--- src/rtl/inst_prefetch_queue.sv ---
// Instruction prefetch queue between fetch and decode.
// This is a small circular buffer of (pc, inst) pairs. Occupancy is tracked
// by an explicit count, so full and empty never have to be inferred from the
// pointers alone. in_ready looks only at count, which keeps decode's
// out_ready off the combinational path back into the fetch stage.
module inst_prefetch_queue #(
    parameter int DEPTH = 4,
    parameter int PTR_W = 2
) (
    input  logic             clk,
    input  logic             rst,
    input  logic             flush,
    input  logic             in_valid,
    input  logic [31:0]      in_pc,
    input  logic [31:0]      in_inst,
    output logic             in_ready,
    output logic             out_valid,
    output logic [31:0]      out_pc,
    output logic [31:0]      out_inst,
    input  logic             out_ready,
    output logic [PTR_W:0]   count
);

    localparam logic [PTR_W:0] FULL_COUNT = (PTR_W+1)'(DEPTH);

    logic [31:0]      pc_mem   [DEPTH];
    logic [31:0]      inst_mem [DEPTH];
    logic [PTR_W-1:0] wr_ptr;
    logic [PTR_W-1:0] rd_ptr;
    logic             push;
    logic             pop;

    // Handshakes use only registered occupancy, and a flush cancels both of them
    always_comb begin
        in_ready  = (count != FULL_COUNT);
        out_valid = (count != '0);
        push      = in_valid && in_ready && !flush;
        pop       = out_valid && out_ready && !flush;
    end

    // The head entry is shown directly from storage, and it reads as zero whenever the queue is empty
    always_comb begin
        out_pc   = 32'h0;
        out_inst = 32'h0;
        if (out_valid) begin
            out_pc   = pc_mem[rd_ptr];
            out_inst = inst_mem[rd_ptr];
        end
    end

    // Storage is never cleared; count alone decides which entries are live
    always_ff @(posedge clk) begin
        if (push) begin
            pc_mem[wr_ptr]   <= in_pc;
            inst_mem[wr_ptr] <= in_inst;
        end
    end

    // Pointer and occupancy update; reset outranks flush, and flush outranks traffic
    always_ff @(posedge clk) begin
        if (rst || flush) begin
            wr_ptr <= '0;
            rd_ptr <= '0;
            count  <= '0;
        end else begin
            if (push) begin
                wr_ptr <= wr_ptr + 1'b1;
            end
            if (pop) begin
                rd_ptr <= rd_ptr + 1'b1;
            end
            case ({push, pop})
                2'b10:   count <= count + 1'b1;
                2'b01:   count <= count - 1'b1;
                default: count <= count;
            endcase
        end
    end

endmodule

--- config.mk ---
export PLATFORM = sky130hd
export DESIGN_NAME = inst_prefetch_queue
export DESIGN_NICKNAME = d
export VERILOG_FILES = /design/src/rtl/inst_prefetch_queue.sv
export SDC_FILE = /design/constraint.sdc
export NUM_CORES = 1
export LEC_CHECK = 0
export BUFFER_PORTS_ARGS = -buffer_cell sky130_fd_sc_hd__buf_2
export CAP_MARGIN = 20
export CORE_MARGIN = 1.5
export CORE_UTILIZATION = 60
export DETAILED_ROUTE_END_ITERATION = 6
export PLACE_DENSITY = 0.89
export SLEW_MARGIN = 10
export SYNTH_ARGS = -nofsm -noshare
export SYNTH_HDL_FRONTEND = slang
export SYNTH_SLANG_ARGS = --single-unit
--- constraint.sdc ---
create_clock -name clk -period 4.75 [get_ports clk]
set_clock_uncertainty 0.1 [all_clocks]
set_input_delay 0.2375 -clock clk [delete_from_list [all_inputs] [get_ports clk]]
set_output_delay 0.2375 -clock clk [all_outputs]
set_load 0.05 [all_outputs]
==> impl_metrics.tcl <==
set metrics [dict create \
    clk_pin_slew_ns 0.06 \
    clock-sinks 265 \
    drc 0 \
    dieArea_um2 17800 \
    rsz0062_at_grt "no" \
    holdWs_ns 0.0331 \
    cts_tree "yes" \
    leakage_nw 4.38 \
    syn_area_um2 10200 \
    first_iter_violations 374 \
    slowest_stage "dfxtp_4" \
    antenna_found_initial 1 \
    drt-total-wl_um 19300 \
    multi_input_area_um2 2130 \
    htreeDepth 1 \
    grt_pass1_vias 5414 \
    grt_max_degree 66 \
    vias 5055 \
    path_max_fanout 27 \
    slew_violations 0 \
    antenna_left 0 \
    post_cts_buffers 0 \
    cts_hold_buf 67 \
    via_per_inst 5.54 \
    end_kind "output pin" \
    stdcell_count 913 \
    routed.top_layer "met4" \
    place_hpwl_um 10500 \
    final_cell_mix "edfxtp_1 (256), buf_2 (137), dlygate4sd3_1 (67), and2_1 (64), mux4_2 (60)" \
    yosysUniqueCellTypes 24 \
    drt_pass1_iterations 5 \
    nets 748 \
    cts_buffers 26 \
    dp_cells 797 \
    worst_pin_slew_ns 0.988 \
    grt_pass1_wl_um 29900 \
    cp.arrival_ns 2.69 \
    timing_worst_setup_path_type "register to output pin" \
    die_w_um 133 \
    synth_nets 535 \
    gr-total-overflow 0 \
    max_cap_viol_count 0 \
    period_minus_slack_ns 3.03 \
    cp-start-kind "register" \
    setup-tns-final_ns 0 \
    layout_commonest_cell "edfxtp_1" \
    path_cells "buf_4 -> mux4_1 -> and2_1 -> buf_2" \
    wl_met1_um 7830 \
    rows 47 \
    wl_met2_um 10100 \
    run_status "completed" \
    regArea_um2 7880 \
    r2r_slack_ns 2.20 \
    max-slew-margin-rel_pct 34.1 \
    clock_latency_ns 0.51 \
    path_buf_inv 2 \
    yosys_warnings 0 \
    critPathMaxStageDelay_ns 0.70 \
    start_util_pct 61.6 \
    core_area_um2 16600 \
    finalSetupViolations 0 \
    cts_resized 0 \
    powerDensity_nw_per_um2 383 \
    area_growth_pct 22.4 \
    postSynthRegisterBits 265 \
    fmax_ghz 0.330 \
    track_usage_pct 22.2 \
    synth_cells 460 \
    finalHoldViolations 0 \
    io_buffers 137 \
    chipHeight_um 133 \
    min_period_over_period_pct 63.7 \
    crit_required_ns 4.41 \
    wl_per_cell_um 21.1 \
    cts_buffer_depth 3 \
    peakVddDrop_uv 287 \
    placed_area_um2 11000 \
    ys_seq_area_share_pct 77.0 \
    synth.avg_cell_area_um2 22.2 \
    layout-drive-gt1-share_pct 35.4 \
    path_delay_family "flip-flops" \
    io_pins 138 \
    cts-root-buf "clkbuf_16" \
    gp_congestion 0.727 \
    met3_length_um 969 \
    fillers 973 \
    hold_path_class "input pin to register" \
    post-route-cell-area_um2 12500 \
]
layer usage:
metal | GRT usage (%) | vias to the layer above
met5 | 0 | -
met4 | 6.58 | 0
met3 | 3.16 | 30
met2 | 37.9 | 162
met1 | 30.5 | 2580
li1 | - | 2283
flip-flops by register name, summed over array words and instances, names as in the netlist, named ones only:
register,count
inst_mem,128
pc_mem,128
rd_ptr,2
count,3
wr_ptr,2
tightest hold or removal path: stages:
cell and delay [ns]:
buf_2 0.10, or2_2 0.19, a21oi_1 0.05
per-stage QoR:
step,setup WS (ns),util (%),power [W]
after detailed placement,2.17,66.4,0.00289
after CTS,1.63,75.3,0.00481
after global routing,1.51,75.4,0.00492
final,1.72,75.4,0.00479
after global placement,2.17,66.4,0.00287
after floorplan,1.50,-,0.00280
power by group:
part / total [W] / internal, W / switching [W]
Combinational: 0.000272 / 0.000112 / 0.000160
Clock: 0.00190 / 0.00109 / 0.000808
Sequential: 0.00261 / 0.00260 / 0.0000125
Total: 0.00479 / 0.00381 / 0.000980
cell type report:
| class | count | share of cell area [%] |
|---|---|---|
| inverters | 8 | 0.240 |
| well taps | 220 | 2.20 |
| clock inverters | 16 | 0.861 |
| repair buffers | 207 | 11.1 |
| multi-input cells | 165 | 17.0 |
| clock buffers | 31 | 5.52 |
| flip-flops and latches | 265 | 63.0 |
| diodes | 1 | 0.0200 |
worst paths after layout:
check                         startpoint                      to  depth (start not counted)
setup / recovery                register            out_inst[31]                          4
hold reg to reg   rd_ptr[0]$_SDFFE_PP0P_  rd_ptr[0]$_SDFFE_PP0P_                          2
setup reg to reg   count[2]$_SDFFE_PP0P_   count[2]$_SDFFE_PP0P_                          9
hold / removal                     flush  wr_ptr[1]$_SDFFE_PP0P_                          3
cells by family (layout without fill, tap and decap cells):
family                     after synthesis  count (layout)  share of synthesized area (%)
xor gates and xnor gates                 4               4                          0.343
other                                    0               1                              0
buffers and inverters                   30             262                           2.22
and+or+nand+nor                         82              82                           4.83
DFF                                    265             265                           77.0
adders and majority gates                6               6                          0.809
AOI/OAI and AO/OA                        9               9                          0.502
muxes                                   64              64                           14.3
synthesized netlist by cell type:
master    number  area, um^2
dfxtp_1        9         180
clkbuf_2       1        5.00
nor2_1         7        26.3
nor3_1         1        5.00
a21oi_1        4        20.0
or2_2          1        6.26
o21ai_0        3        15.0
ha_1           5        62.6
buf_6          1        11.3
o311ai_0       1        8.76
buf_12         6         120
nand3_1        2        10.0
mux4_1         4         105
and2_1        68         425
nor3b_1        1        7.51
xor2_1         4        35.0
o31ai_1        1        7.51
mux4_2        60        1350
edfxtp_1     256        7690
inv_1          8        30.0
clkbuf_1       8        30.0
fa_1           1        20.0
or3_1          2        12.5
buf_2          6        30.0
Power figures use the tool's default switching activity.
